`src/rtl/mem_loader.sv`:
```
// Program-image writer: packs a valid/ready byte stream into 16-bit words and
// writes them to consecutive RAM addresses while holding the CPU in reset.
module mem_loader #(
   parameter int unsigned AW   = 7,
   parameter int unsigned DW   = 16,
   parameter int unsigned BASE = 0
) (
   input  logic          clk,
   input  logic          reset,
   input  logic          start,
   input  logic [7:0]    len,
   input  logic          abort,
   input  logic          in_valid,
   input  logic [7:0]    in_byte,
   output logic          in_ready,
   output logic          mem_wr,
   output logic [AW-1:0] mem_addr,
   output logic [DW-1:0] mem_din,
   output logic          cpu_hold,
   output logic          busy,
   output logic          done,
   output logic          err
);

   localparam int unsigned BW    = 8;
   localparam int unsigned CW    = AW + 1;
   localparam int unsigned DEPTH = 2 ** AW;

   typedef enum logic [2:0] {
      S_IDLE  = 3'd0,
      S_HI    = 3'd1,
      S_LO    = 3'd2,
      S_WRITE = 3'd3,
      S_DONE  = 3'd4
   } state_t;

   state_t        r_state;
   state_t        w_next;
   logic [CW-1:0] r_len;
   logic [CW-1:0] r_wcount;
   logic [BW-1:0] r_hi;
   logic [AW-1:0] r_mem_addr;
   logic [DW-1:0] r_mem_din;
   logic          r_err;
   logic [CW-1:0] w_eff_len;
   logic          w_abort;
   logic          w_accept;
   logic          w_last;

   // Loads longer than the RAM are clipped to one full pass of the address space.
   assign w_eff_len = (32'(len) > DEPTH) ? CW'(DEPTH) : CW'(len);
   assign w_abort   = abort && ((r_state == S_HI) || (r_state == S_LO) || (r_state == S_WRITE));
   assign w_accept  = in_valid && in_ready && !abort;
   assign w_last    = (r_wcount == (r_len - CW'(1)));

   always_ff @(posedge clk or negedge reset) begin
      if (!reset) begin
         r_state <= S_IDLE;
      end else begin
         r_state <= w_next;
      end
   end

   always_comb begin
      w_next = r_state;
      case (r_state)
         S_IDLE: begin
            if (start) begin
               w_next = (len == 8'd0) ? S_DONE : S_HI;
            end
         end
         S_HI: begin
            if (abort) begin
               w_next = S_IDLE;
            end else if (w_accept) begin
               w_next = S_LO;
            end
         end
         S_LO: begin
            if (abort) begin
               w_next = S_IDLE;
            end else if (w_accept) begin
               w_next = S_WRITE;
            end
         end
         S_WRITE: begin
            if (abort) begin
               w_next = S_IDLE;
            end else if (w_last) begin
               w_next = S_DONE;
            end else begin
               w_next = S_HI;
            end
         end
         S_DONE:  w_next = S_IDLE;
         default: w_next = S_IDLE;
      endcase
   end

   always_comb begin
      in_ready = 1'b0;
      mem_wr   = 1'b0;
      busy     = 1'b0;
      done     = 1'b0;
      case (r_state)
         S_HI:    begin in_ready = 1'b1; busy = 1'b1; end
         S_LO:    begin in_ready = 1'b1; busy = 1'b1; end
         S_WRITE: begin mem_wr   = 1'b1; busy = 1'b1; end
         S_DONE:  begin done     = 1'b1; busy = 1'b1; end
         default: ;
      endcase
      cpu_hold = busy;
      mem_addr = r_mem_addr;
      mem_din  = r_mem_din;
      err      = r_err;
   end

   // Word assembly and address generation; abort wins over a same-cycle byte.
   always_ff @(posedge clk or negedge reset) begin
      if (!reset) begin
         r_len      <= '0;
         r_wcount   <= '0;
         r_hi       <= '0;
         r_mem_addr <= AW'(BASE);
         r_mem_din  <= '0;
         r_err      <= 1'b0;
      end else begin
         r_err <= w_abort;
         if ((r_state == S_IDLE) && start) begin
            r_len    <= w_eff_len;
            r_wcount <= '0;
         end
         if ((r_state == S_HI) && w_accept) begin
            r_hi <= in_byte;
         end
         if ((r_state == S_LO) && w_accept) begin
            r_mem_addr <= AW'(BASE) + r_wcount[AW-1:0];
            r_mem_din  <= DW'({r_hi, in_byte});
         end
         if (r_state == S_WRITE) begin
            r_wcount <= r_wcount + CW'(1);
         end
      end
   end

endmodule

```
`config.mk`:
```
export PLATFORM = sky130hd
export DESIGN_NAME = mem_loader
export DESIGN_NICKNAME = d
export VERILOG_FILES = /design/src/rtl/mem_loader.sv
export SDC_FILE = /design/constraint.sdc
export NUM_CORES = 1
export LEC_CHECK = 0
export ABC_AREA = 1
export BUFFER_PORTS_ARGS = -buffer_cell sky130_fd_sc_hd__buf_2
export CAP_MARGIN = 20
export CORE_UTILIZATION = 30
export DETAILED_ROUTE_END_ITERATION = 10
export PLACE_DENSITY = 0.53
export SYNTH_ARGS = -nofsm -noshare
export SYNTH_HDL_FRONTEND = slang
export SYNTH_SLANG_ARGS = --single-unit
export TNS_END_PERCENT = 100
```
`constraint.sdc`:
```
create_clock -name clk -period 1.5 [get_ports clk]
set_clock_uncertainty 0.05 [all_clocks]
set_input_delay 0.3 -clock clk [delete_from_list [all_inputs] [get_ports clk]]
set_output_delay 0.3 -clock clk [all_outputs]
set_load 0.01 [all_outputs]
```
==> results of run 1 <==
==> worst max path at each step <==
stage                              to  depth (start not counted)  slack [ns]
3_3_place_gp   r_state[0]$_DFFE_PN0P_                         10       -0.03
5_1_grt                      cpu_hold                          7       -0.26
6_report                     cpu_hold                          7       -0.16
4_1_cts                          busy                          7       -0.15
2_1_floorplan  r_state[0]$_DFFE_PN0P_                         13       0.007
3_5_place_dp   r_state[0]$_DFFE_PN0P_                         13       -0.04
==> cell type report <==
class / instances / area share [%]
timing repair buffer: 77 / 16.3
multi-input combinational: 184 / 32.2
sequential: 51 / 39.3
clock inverter: 2 / 1.16
inverter: 42 / 5.01
tap: 102 / 3.93
clock buffer: 5 / 2.12
==> worst max-delay path, cell delays in order, from the launching register on <==
cell and delay, ns:
dfrtp_1 0.40, nor2_1 0.13, inv_1 0.08, buf_6 0.12, nor2_4 0.08, inv_2 0.04, nand2_2 0.07, buf_6 0.10
==> cells in the final DEF, fill, tap and decap left out, types with 2 or more instances in the layout <==
master | synthesis | final
a21oi_1 | 3 | 3
buf_12 | 0 | 4
buf_2 | 1 | 47
buf_4 | 2 | 21
buf_6 | 3 | 4
clkbuf_8 | 0 | 5
dfrtp_1 | 51 | 51
inv_1 | 39 | 34
inv_2 | 3 | 6
inv_4 | 0 | 2
mux2_4 | 8 | 8
nand2_1 | 71 | 65
nand2_2 | 0 | 4
nand2_4 | 0 | 2
nand3_1 | 15 | 12
nand3_2 | 2 | 5
nor2_1 | 24 | 17
nor2_2 | 4 | 9
nor2_4 | 0 | 2
o21ai_0 | 31 | 27
o21ai_1 | 7 | 11
o22ai_1 | 4 | 4
o31ai_1 | 2 | 2
xnor2_1 | 3 | 3
xor2_1 | 2 | 2
==> flip-flops by register name, indices dropped and copies added (netlist names) <==
| register | flops |
|---|---|
| mem_addr | 7 |
| err | 1 |
| r_len | 8 |
| r_wcount | 8 |
| r_state | 3 |
| r_hi | 8 |
| mem_din | 16 |
==> layer usage <==
metal | vias up | GRT usage [%] | routed length [um]
met3 | 4 | 3.37 | 242
li1 | 1056 | - | -
met1 | 909 | 17.8 | 2630
met2 | 49 | 20.7 | 2350
met4 | 0 | 3.78 | 31
met5 | - | 0 | 0
==> cell usage after synthesis (all sizes together) <==
| master | count | area (um2) |
|---|---|---|
| nand2 | 71 | 267 |
| dfrtp | 51 | 1280 |
| inv | 42 | 158 |
| o21ai | 38 | 190 |
| nor2 | 28 | 115 |
| nand3 | 17 | 95.1 |
| mux2 | 8 | 120 |
| buf | 6 | 53.8 |
| o22ai | 4 | 25.0 |
| a21oi | 3 | 15.0 |
| xnor2 | 3 | 26.3 |
| ha | 2 | 25.0 |
| o31ai | 2 | 15.0 |
| xor2 | 2 | 17.5 |
| a21boi | 1 | 7.51 |
| clkbuf | 1 | 3.75 |
| nand4 | 1 | 6.26 |
| nor3 | 1 | 16.3 |
| nor4 | 1 | 6.26 |
| o21a | 1 | 7.51 |
| o32ai | 1 | 8.76 |
==> through the flow <==
step	worst slack [ns]	hold slack, ns
floorplan	0.00742	-0.0456
global placement	-0.0273	0.213
detailed placement	-0.0383	0.216
CTS	-0.148	0.177
global route	-0.257	0.177
finish	-0.164	0.179
==> kinds of logic (layout without fill, tap and decap cells) <==
family / after synthesis / count (layout) / synth area share [%]
mux: 8 / 8 / 4.89
xor+xnor: 5 / 5 / 1.78
buf+inv: 49 / 126 / 8.77
simple gates: 119 / 119 / 20.6
fa+ha+maj: 2 / 2 / 1.02
compound gates: 50 / 50 / 11.0
flops: 51 / 51 / 52.0
==> power by group through the flow <==
stage | sequential [uW] | combinational [uW] | clock [uW]
finish | 2220 | 2800 | 943
global route | 2290 | 3160 | 1040
CTS | 2220 | 2590 | 981
detailed placement | 2250 | 2390 | 0
global placement | 2230 | 2370 | 0
floorplan | 2330 | 1440 | 0
==> what timing repair did <==
item | CTS | global route
hold buffers | 1 | 0
hold endpoints to repair | 14 | 0
gates resized for setup | 16 | 21
pin swaps | 10 | 5
setup endpoints to repair | 15 | 35
setup buffers | 4 | 4
==> impl_metrics.ini, run 1 <==
[floorplanning]
die_w_um = 92.5
pin_count = 50
dieArea_um2 = 8550
start_util_pct = 31.4
core_area_um2 = 7810
dieHeight_um = 92.5
row_count = 32

[clock_tree]
cts_buffers = 5
clockBufferDepth = 2
clk_latency_ns = 0.30
cts-root-buf = clkbuf_8
cts_max_level = 2
cts_tree = built
cts.sinks = 51
clk_pin_slew_worst_paths_ns = 0.09

[global_routing]
overflow = 0
grt_pass1_wl_mm = 8.97
grt_pass1_vias = 1887
antenna_found_initial = 0
grt_max_degree = 39
grtUsageTotal_pct = 13.1

[drt]
drc = 0
ant_nets = 0
drt_iter0_markers = 75
viasPerCell = 4.36
totalWireLength_mm = 5.26
dr.pass1.iters = 4
wire_per_inst_um = 11.4
vias = 2018

[cells_and_area]
multiInputGateArea_um2 = 1040
diodes = 0
nFillCells = 783
layout-drive-gt1-share_pct = 34.1
final_cell_area_um2 = 3240
final_cells = 463
final_util_pct = 41.6
ff_latch_area_um2 = 1280
layout.nets = 384
syn_to_final_growth_pct = 32.2

[worst_hold_path]
whs_endpoint = r_state[1]$_DFFE_PN0P_
hold_start = abort
hold_path_class = in2reg
min_path_cells = 2

[power_and_ir_drop]
combinationalPowerShare_pct = 47.0
p_leak_uw = 0.00170
p_per_area_nw_per_um2 = 1840
power_uw = 5960
peakVddDrop_v = 0.000683
seq_power_share_pct = 37.2
p_sw_uw = 2230
pwr-share-clk_pct = 15.8
internal_power_uw = 3730
sw_frac_of_total_pct = 37.4

[synth]
synth_fp_nets = 307
synthesis.area_um2 = 2450
ys.warnings.count = 0
synth_seq_cells = 51
synthDistinctLibCells = 27
syn_avg_cell_area_um2 = 8.64
synthCells = 284
ys_seq_area_share_pct = 52.0

[sta]
finalHoldViolCount = 0
tns_ns = -0.821
max_slew.worst_pin.slew_ns = 0.427
fin_crit_sh_pct = 111
period_minus_slack_ns = 1.66
setup_viol = 14
grt_setup_unrepaired = true
fin_ws_ns = -0.164
slew_headroom_pct = 71.5
fmax_mhz = 601
drv_slew = 0

[worst_setup_path]
r2r_slack_ns = -0.04
end_kind = primary output
r2r_end = mem_din[15]$_DFFE_PN0P_
reg2reg_depth = 6
start_kind = flip-flop
r2r-start = r_state[0]$_DFFE_PN0P_
cp_data_arrival_time_ns = 1.31
critPathRequiredTime_ns = 1.15
critPathKind = reg2out
cp_max_fo = 2
startpoint = r_state[1]$_DFFE_PN0P_

[placed_design]
place_area_um2 = 2960
dp.cells = 447
gp_congestion = 0.840
portBuffers = 49
dp_hpwl_mm = 3.98

[run_status]
status = finished with violations
violations = negative setup slack

[job]
max-cap-violations = 0
(Power assumes the default switching activity.)
==> inputs of run 2 (changes only) <==
--- a/config.mk
+++ b/config.mk
@@ -7,10 +7,11 @@
 export LEC_CHECK = 0
 export ABC_AREA = 1
 export BUFFER_PORTS_ARGS = -buffer_cell sky130_fd_sc_hd__buf_2
-export CAP_MARGIN = 20
+export CELL_PAD_IN_SITES_DETAIL_PLACEMENT = 0
+export CELL_PAD_IN_SITES_GLOBAL_PLACEMENT = 1
 export CORE_UTILIZATION = 30
 export DETAILED_ROUTE_END_ITERATION = 10
-export PLACE_DENSITY = 0.53
+export PLACE_DENSITY = 0.66
 export SYNTH_ARGS = -nofsm -noshare
 export SYNTH_HDL_FRONTEND = slang
 export SYNTH_SLANG_ARGS = --single-unit
==> impl_metrics.ini, run 2 (synthesized netlist as in run 1, its figures left out) <==
[cells_and_area]
final_common_cell = nand2_1
syn_to_final_growth_pct = 33.6
layout-drive-gt1-share_pct = 34.1
nFillCells = 817
diodes = 0
final_cells = 466
largest_register_ffs = 16
layout.nets = 387
final_cell_mix = 66 x nand2_1, 50 x dfrtp_1, 47 x buf_2

[clock_tree]
cts_buffers = 5
cts-root-buf = clkbuf_8
cts.sinks = 51
clk_latency_ns = 0.30
clk_pin_slew_worst_paths_ns = 0.09
cts_max_level = 2
clockBufferDepth = 2
cts_tree = built

[floorplanning]
row_count = 32
die_w_um = 92.5
core_area_um2 = 7810
dieHeight_um = 92.5
pin_count = 50
start_util_pct = 31.4
dieArea_um2 = 8550

[power_and_ir_drop]
p_per_area_nw_per_um2 = 1800
p_sw_uw = 2220
sw_frac_of_total_pct = 37.5
seq_power_share_pct = 37.7
peakVddDrop_v = 0.000673
p_leak_uw = 0.00173
pwr-share-clk_pct = 16.2
internal_power_uw = 3690
combinationalPowerShare_pct = 46.2

[global_routing]
use_met3_pct = 3.12
grt_max_degree = 25
busiest_layer = met2
use_met2_pct = 22.3
grt_pass1_vias = 1989
overflow = 0
grtUsageTotal_pct = 14.2
grtUsageMet1_pct = 19.6
antenna_found_initial = 0
grt_pass1_wl_mm = 9.57

[drt]
dr.pass1.iters = 4
drt_iter0_markers = 99
ant_nets = 0
drc = 0
vias = 2073
totalWireLength_mm = 5.58
viasPerCell = 4.45
wire_per_inst_um = 12.0

[worst_setup_path]
max_stage_delay_ns = 0.41
start_kind = flip-flop
cp_max_fo = 3
critPathKind = reg2out
r2r_end = mem_din[12]$_DFFE_PN0P_
r2r_slack_ns = -0.11
r2r-start = r_state[0]$_DFFE_PN0P_
critPathRequiredTime_ns = 1.15
reg2reg_depth = 8
end_kind = primary output
crit_chain = buf_6 > nor2_4 > inv_2 > nor2_2 > inv_1 > nand2_1 > buf_2
critPathSlowestCell = dfrtp_1
cp_data_arrival_time_ns = 1.28

[sta]
fin_crit_sh_pct = 109
finalHoldViolCount = 0
setup_viol = 21
drv_slew = 0
period_minus_slack_ns = 1.63
fin_ws_ns = -0.128
grt_setup_unrepaired = true
slew_headroom_pct = 75.0
max_slew.worst_pin.slew_ns = 0.376
tns_ns = -1.39
fmax_mhz = 614

[placed_design]
dp_hpwl_mm = 4.09
gp_congestion = 0.764
portBuffers = 49
dp.cells = 446

[run_status]
status = finished with violations
violations = negative setup slack

[worst_hold_path]
hold_path_class = in2reg
whs_endpoint = r_len[6]$_DFFE_PN0P_
min_path_cells = 3
hold_start = len[6]

[job]
max-cap-violations = 0
==> run 2: worst max path at each step <==
stage,start,end,slack (ns),cells past startpoint
after floorplan,r_len[0]$_DFFE_PN0P_,r_state[0]$_DFFE_PN0P_,0.007,13
after global placement,len[1],r_state[0]$_DFFE_PN0P_,-0.03,10
after detailed placement,len[1],r_state[0]$_DFFE_PN0P_,-0.05,10
after CTS,r_state[0]$_DFFE_PN0P_,cpu_hold,-0.18,7
after global routing,r_state[0]$_DFFE_PN0P_,cpu_hold,-0.25,7
final,r_state[0]$_DFFE_PN0P_,cpu_hold,-0.13,7
==> run 2: critical path: cells and delay by family, from the launching register on <==
family,cells,cell delay (ns)
DFF,1,0.41
buffers and inverters,4,0.35
and+or+nand+nor,3,0.21
==> run 2: metal layers <==
metal / up-vias / share of wire, % / wire length (um)
met1: 951 / 49 / 2750
met2: 45 / 45 / 2540
li1: 1069 / - / -
met5: - / 0 / 0
met3: 8 / 3.9 / 215
met4: 0 / 1.3 / 70
==> run 2: stage by stage <==
stage	hold WS [ns]	area, um2	setup slack, ns	util [%]	total power (uW)
floorplan	-0.0456	2450	0.00742	-	3770
global placement	0.186	2940	-0.0333	37.7	4590
detailed placement	0.185	2940	-0.0487	37.7	4630
global route	0.183	3280	-0.246	42.0	6430
CTS	0.169	3220	-0.182	41.3	5860
finish	0.186	3280	-0.128	42.0	5900
==> run 2: repair_timing <==
| item | CTS | global route |
|---|---|---|
| cloned | 1 | 0 |
| endpoints found under the hold margin | 12 | 0 |
| hold buffers | 1 | 0 |
| pin swaps | 8 | 7 |
| setup buffers | 7 | 4 |
| resized for setup | 29 | 10 |
| setup endpoints to repair | 20 | 46 |
==> run 2: area by class of cell <==
class                           count  area, um2  share of cell area, %
Sequential cell                    51       1280                   38.9
Clock buffer                        5       68.8                   2.10
Multi-Input combinational cell    184       1020                   31.2
Clock inverter                      2       37.5                   1.14
Timing Repair Buffer               80        587                   17.9
Inverter                           42        160                   4.88
Tap cell                          102        128                   3.89
==> run 2: power by group through the flow <==
stage | Clock [uW] | Sequential [uW] | Combinational, uW
floorplan | 0 | 2330 | 1440
global placement | 0 | 2230 | 2360
detailed placement | 0 | 2250 | 2380
CTS | 987 | 2230 | 2640
global route | 1040 | 2290 | 3100
finish | 954 | 2220 | 2730
